[src/rtl/bin2bcd_pkg.sv]
// Shared types and constants for the sequential binary-to-BCD converter.
// digits_for() gives the BCD digits needed to hold any WIDTH-bit unsigned value.
package bin2bcd_pkg;

  typedef enum logic [1:0] {
    IDLE  = 2'd0,
    SHIFT = 2'd1,
    DONE  = 2'd2
  } state_t;

  localparam logic [3:0] BCD_ADJ_THRESH = 4'd5;
  localparam logic [3:0] BCD_ADJ_ADD    = 4'd3;

  // ceil(width * log10(2)) in integer arithmetic (log10(2) ~= 0.30103)
  function automatic int digits_for(input int width);
    return (width * 30103 + 99999) / 100000;
  endfunction

endpackage

[src/rtl/bcd_digit_adjust.sv]
// Double-dabble digit correction: a digit of 5 or more gets +3 so that the
// following left shift carries correctly into the next decimal digit.
module bcd_digit_adjust
  import bin2bcd_pkg::*;
(
  input  logic [3:0] d,
  output logic [3:0] q
);

  assign q = (d >= BCD_ADJ_THRESH) ? d + BCD_ADJ_ADD : d;

endmodule

[src/rtl/bin2bcd_seq_ctrl.sv]
// Sequential binary-to-BCD converter: one bit per cycle, valid/ready on both
// sides, with a no-bubble reload when a result retires and a new word arrives.
module bin2bcd_seq_ctrl
  import bin2bcd_pkg::*;
#(
  parameter int WIDTH  = 8,
  parameter int DIGITS = 3
) (
  input  logic                clk,
  input  logic                rst,
  input  logic                in_valid,
  output logic                in_ready,
  input  logic [WIDTH-1:0]    bin_in,
  output logic                out_valid,
  input  logic                out_ready,
  output logic [4*DIGITS-1:0] bcd_out,
  output logic                overflow
);

  localparam int BCD_W = 4 * DIGITS;
  localparam int CNT_W = $clog2(WIDTH + 1);

  state_t                   state, state_nxt;
  logic [CNT_W-1:0]         cnt;
  logic [WIDTH-1:0]         bin_sr;
  logic [BCD_W-1:0]         bcd_r;
  logic [BCD_W-1:0]         bcd_adj;
  logic [BCD_W+WIDTH-1:0]   cat_sh;
  logic                     ovf_r;
  logic                     load;
  logic                     shift_en;
  logic                     last_shift;

  for (genvar g = 0; g < DIGITS; g++) begin : g_adj
    bcd_digit_adjust u_adj (
      .d (bcd_r[4*g +: 4]),
      .q (bcd_adj[4*g +: 4])
    );
  end

  // Adjust first, then shift the combined {bcd, bin} register left by one.
  assign cat_sh     = {bcd_adj, bin_sr} << 1;
  assign last_shift = (cnt == CNT_W'(1));

  always_ff @(posedge clk or posedge rst) begin
    if (rst) state <= IDLE;
    else     state <= state_nxt;
  end

  always_comb begin
    state_nxt = state;
    in_ready  = 1'b0;
    out_valid = 1'b0;
    load      = 1'b0;
    shift_en  = 1'b0;
    case (state)
      IDLE: begin
        in_ready = 1'b1;
        if (in_valid) begin
          load      = 1'b1;
          state_nxt = SHIFT;
        end
      end
      SHIFT: begin
        shift_en = 1'b1;
        if (last_shift) state_nxt = DONE;
      end
      DONE: begin
        out_valid = 1'b1;
        in_ready  = out_ready;
        if (out_ready) begin
          if (in_valid) begin
            load      = 1'b1;
            state_nxt = SHIFT;
          end else begin
            state_nxt = IDLE;
          end
        end
      end
      default: state_nxt = IDLE;
    endcase
  end

  // Result and iteration count: reset so bcd_out is never X.
  always_ff @(posedge clk or posedge rst) begin
    if (rst) begin
      cnt   <= '0;
      bcd_r <= '0;
      ovf_r <= 1'b0;
    end else if (load) begin
      cnt   <= CNT_W'(WIDTH);
      bcd_r <= '0;
      ovf_r <= 1'b0;
    end else if (shift_en) begin
      cnt   <= cnt - CNT_W'(1);
      bcd_r <= cat_sh[BCD_W+WIDTH-1:WIDTH];
      ovf_r <= ovf_r | bcd_adj[BCD_W-1];
    end
  end

  always_ff @(posedge clk) begin
    if (load)          bin_sr <= bin_in;
    else if (shift_en) bin_sr <= cat_sh[WIDTH-1:0];
  end

  assign bcd_out  = bcd_r;
  assign overflow = ovf_r;

endmodule

[config.mk]
export PLATFORM = sky130hd
export DESIGN_NAME = bin2bcd_seq_ctrl
export DESIGN_NICKNAME = d
export VERILOG_FILES = /design/src/rtl/bin2bcd_pkg.sv /design/src/rtl/bcd_digit_adjust.sv /design/src/rtl/bin2bcd_seq_ctrl.sv
export SDC_FILE = /design/constraint.sdc
export NUM_CORES = 1
export LEC_CHECK = 0
export CAP_MARGIN = 20
export CORE_ASPECT_RATIO = 1.75
export CORE_UTILIZATION = 51
export CTS_CLUSTER_DIAMETER = 120
export DETAILED_ROUTE_END_ITERATION = 16
export GPL_ROUTABILITY_DRIVEN = 0
export GPL_TIMING_DRIVEN = 0
export MAX_ROUTING_LAYER = met4
export PLACE_DENSITY = 0.87
export SYNTH_ARGS = -nofsm -noshare
export SYNTH_HDL_FRONTEND = slang
export SYNTH_SLANG_ARGS = --single-unit
export TNS_END_PERCENT = 50
[constraint.sdc]
create_clock -name clk -period 1.7 [get_ports clk]
set_input_delay 0.51 -clock clk [delete_from_list [all_inputs] [get_ports clk]]
set_output_delay 0.51 -clock clk [all_outputs]
set_load 0.03 [all_outputs]
==> results of run 1 <==
[layout by cell type (no fill, tap or decap), types with 2 or more instances in the layout]
cell             netlist  layout
a21oi_2                3       3
a22o_1                 3       3
buf_2                  2       3
clkbuf_8               0       3
clkdlybuf4s15_1        0       3
clkdlybuf4s50_1        0      10
dfrtp_1               19      19
dlygate4sd2_1          0      10
edfxtp_1               8       8
ha_1                   8       8
inv_1                  9       9
inv_2                  2       2
mux2i_1                3       3
nand2_1               30      30
nand2b_1               5       4
nand3_1                5       5
nor2_1                 2       2
nor3_1                 3       3
o21ai_0                8       8
o22ai_2                3       3
o31ai_1                2       2
o32ai_1                2       2
xnor2_1                4       4
xor2_1                 4       4
[cell type report]
type	count	area, sq um	share of cell area
clock buffers	3	41.29	0.02381
flip-flops and latches	27	715.7	0.4127
inverters	11	41.29	0.02381
clock inverters	1	7.507	0.004329
well taps	26	32.53	0.01876
repair buffers	26	239.0	0.1378
plain buffers	3	17.52	0.01010
multi-input cells	94	639.4	0.3687
[power groups by stage]
| stage | clock (mW) | combinational (mW) | sequential (mW) |
|---|---|---|---|
| after CTS | 0.383 | 2.02 | 1.27 |
| after global routing | 0.409 | 2.22 | 1.32 |
| after floorplan | 0 | 1.23 | 1.51 |
| final | 0.379 | 2.01 | 1.27 |
| after detailed placement | 0 | 2.09 | 1.29 |
| after global placement | 0 | 1.99 | 1.27 |
[timing repair]
action,4_1_cts,5_1_grt
cloned,0,0
setup endpoints to repair,32,5
hold endpoints to repair,0,0
pin swaps,1,0
gates resized for setup,27,7
[registers in the layout, indices dropped and copies added, names as in the netlist]
signal    flops
bcd_out      12
bin_sr        8
cnt           4
state         2
overflow      1
[cell families (layout without fill, tap and decap cells)]
logic type                 after synthesis  count (layout)
DFF                                     27              27
xor gates and xnor gates                 8               8
and+or+nand+nor                         51              51
adders and majority gates                8               8
muxes                                    3               3
buffers and inverters                   14              44
AOI/OAI and AO/OA                       24              24
[worst max-delay path by stage]
| stage | start | to | slack (ns) |
|---|---|---|---|
| 3_5_place_dp | out_ready | in_ready | -0.82 |
| 3_3_place_gp | out_ready | in_ready | -0.79 |
| 2_1_floorplan | bcd_out[9] | bcd_out[10] | 0.15 |
| 6_report | bcd_out[2] | bcd_out[2] | 0.06 |
| 4_1_cts | out_ready | in_ready | 0.01 |
| 5_1_grt | bcd_out[6] | bcd_out[6] | -0.01 |
[routing by layer]
layer  part of all wire  up-vias  wire length [um]
met5                  0        -                 0
li1                   -      517                 -
met3              0.025        6                69
met4              0.017        0                46
met2               0.55       28              1502
met1               0.41      505              1131
==> impl_results.md, run 1 <==
- Status: complete, no violations
- Mapped cell area: 0.001404 sq mm
- CTS Buf Count: 3
- Worst path slowest cell: dfrtp_1
- Startpoint types: flop
- DR vias: 1,056
- Ranking of synthesized cells by area: dfrtp_1 34%, edfxtp_1 17%, nand2_1 8.0%, ha_1 7.1%, o21ai_0 2.9%
- FILL cells: 203
- Dpl cell area: 0.001697 sq mm
- TNS Setup: 0 ns
- WP data required: 1.19 ns
- Final non-filler cell total: 191
- Final setup margin: 0.06189 ns
- Area Growth Syn to Fin: 23.53%
- Switching Power: 1.648 mW
- Routed Wire Length: 2750 um
- Mux share of post-synthesis cell area: 0.02139
- Nets@finish: 186
- Synth unique cells: 29
- RSZ-0062 raised after global routing: yes
- Max_slew headroom: 0.5051
- Worst path max stage delay: 0.45 ns
- Post-Synth Simple-Gate Area: 0.1658
- Initial antenna violation count: 0
- Ports: 27
- Crit-path cells: clkdlybuf4s15_1
- Compound-cell area share of the yosys netlist: 0.1399
- Yosys top cell area share: 0.3387
- Final Max Slew Viols: 0
- Sequential fraction of the synthesis area: 0.5098
- Async set or reset register ratio after synthesis: 0.7037
- Synth area leader: dfrtp_1
- CTS Buffer Depth: 2
- R2R cell count: 6
- Port bufs: 26
- Final ANT Viol Nets: 0
- Skew final: 0.003903 ns
- Buf+Inv Stages, Crit Path: 1
- Die width: 41.66 um
- Sink Count: 27
- CP Capture Type: primary output
- EDFF count, synth: 8
- Net Sw Frac: 0.4505
- DPL Wire Length: 2042 um
- Fin util: 0.6794
- Via density per instance: 5.529
- Hold Path Class: flop to flop
- Pint: 2.010 mW
- Post-route minimum period: 1.638 ns
- Setup violators final: 0
- Clock Power Share: 0.104
- GR Layer Usage met2: 0.3837
- Cell row count: 24
- Post-synthesis average cell area: 10.40 sq um
- R2R Setup Slk: 0.16 ns
- Layout cells sized above 1: 0.1333
- Layer with the highest usage: met2
- Mapped Cells: 135
- Clock slew at reported path FFs: 0.09 ns
- LEAKAGE: 0.8313 nW
- CP delay by family, top: flip-flops
- Met3 Track Usage GR: 0.03023
- Critical hold path startpoint: bin_sr[7]
- Met1 global-route usage: 0.2629
- Pwr Density: 2109 mW/mm^2
- Clock latency on the worst-skew pair: 0.28 ns
- CTS tree: built
- Synthesis Warnings: 0
- Reg-to-Reg End: bcd_out[2]
- CP Data Arrival Time: 1.13 ns
- CP Class: flop to primary output
- Max Cap Viol: 0
- Post-route cell area: 0.001734 sq mm
- First-pass GRT wire length: 5037 um
- Synth Area in XOR/XNOR: 0.04991
- Most numerous cell in the Yosys netlist: nand2_1
- Fmax: 610.5 MHz
- Adder-cell share of the synthesized area: 0.07130
- First-pass iteration count of the detailed router: 4
- Hold Crit Depth: 2
- Largest net degree at the start of global routing: 20
- Final Hold Viols: 0
- Power Total: 3.657 mW
- WL per Instance: 14.40 um
- Root Driver: clkbuf_8
- Cts hold-fix bufs: 0
- Placed Instances: 187
- Worst hold slack: 0.5041 ns
- Seq pwr share: 0.348
- Worst flop-to-flop path startpoint: bcd_out[1]
- Postcts setup bufs: 0
- WHS Endpoint: bcd_out[0]
- Htree depth: 1
- Initial core utilization: 0.5500
- Core region area: 0.002552 sq mm
- Main combinational cell family by area after synthesis: simple AND/OR/NAND/NOR gates
- Overall Global Routing Usage: 0.2250
- Die Span Y: 71.41 um
- Full die area: 0.002975 sq mm
- Synth top cells by count: 30 x nand2_1, 19 x dfrtp_1, 9 x inv_1
- Vias in the first global route: 1,111
- Fin crit share: 0.9636
- Remaining routing DRC violations: 0
- Post-Place Worst Slack: -0.8191 ns
- Inserted Diodes: 0
- Post-synthesis register bit count: 27
- Peak VDD IR: 998.2 uV
- Initial DRC count: 19
- Actual slew at the worst max-slew pin: 0.7415 ns
- Combinational fraction of design power: 0.548
- Max FO, Critical Path: 6
- Main flop type after synthesis: dfrtp_1
- Critical Path Stages: 1
- Overflow after GRT: 0
- Post-Syn Nets: 155
Note: power is estimated with default switching activity, not from simulation.
==> run 2, diff against run 1 <==
--- a/config.mk
+++ b/config.mk
@@ -5,6 +5,7 @@
 export SDC_FILE = /design/constraint.sdc
 export NUM_CORES = 1
 export LEC_CHECK = 0
+export ABC_CLOCK_PERIOD_IN_PS = 1700
 export CAP_MARGIN = 20
 export CORE_ASPECT_RATIO = 1.75
 export CORE_UTILIZATION = 51
==> results of run 2 <==
No change in the layout: final DEF, timing and power equal those of run 1.
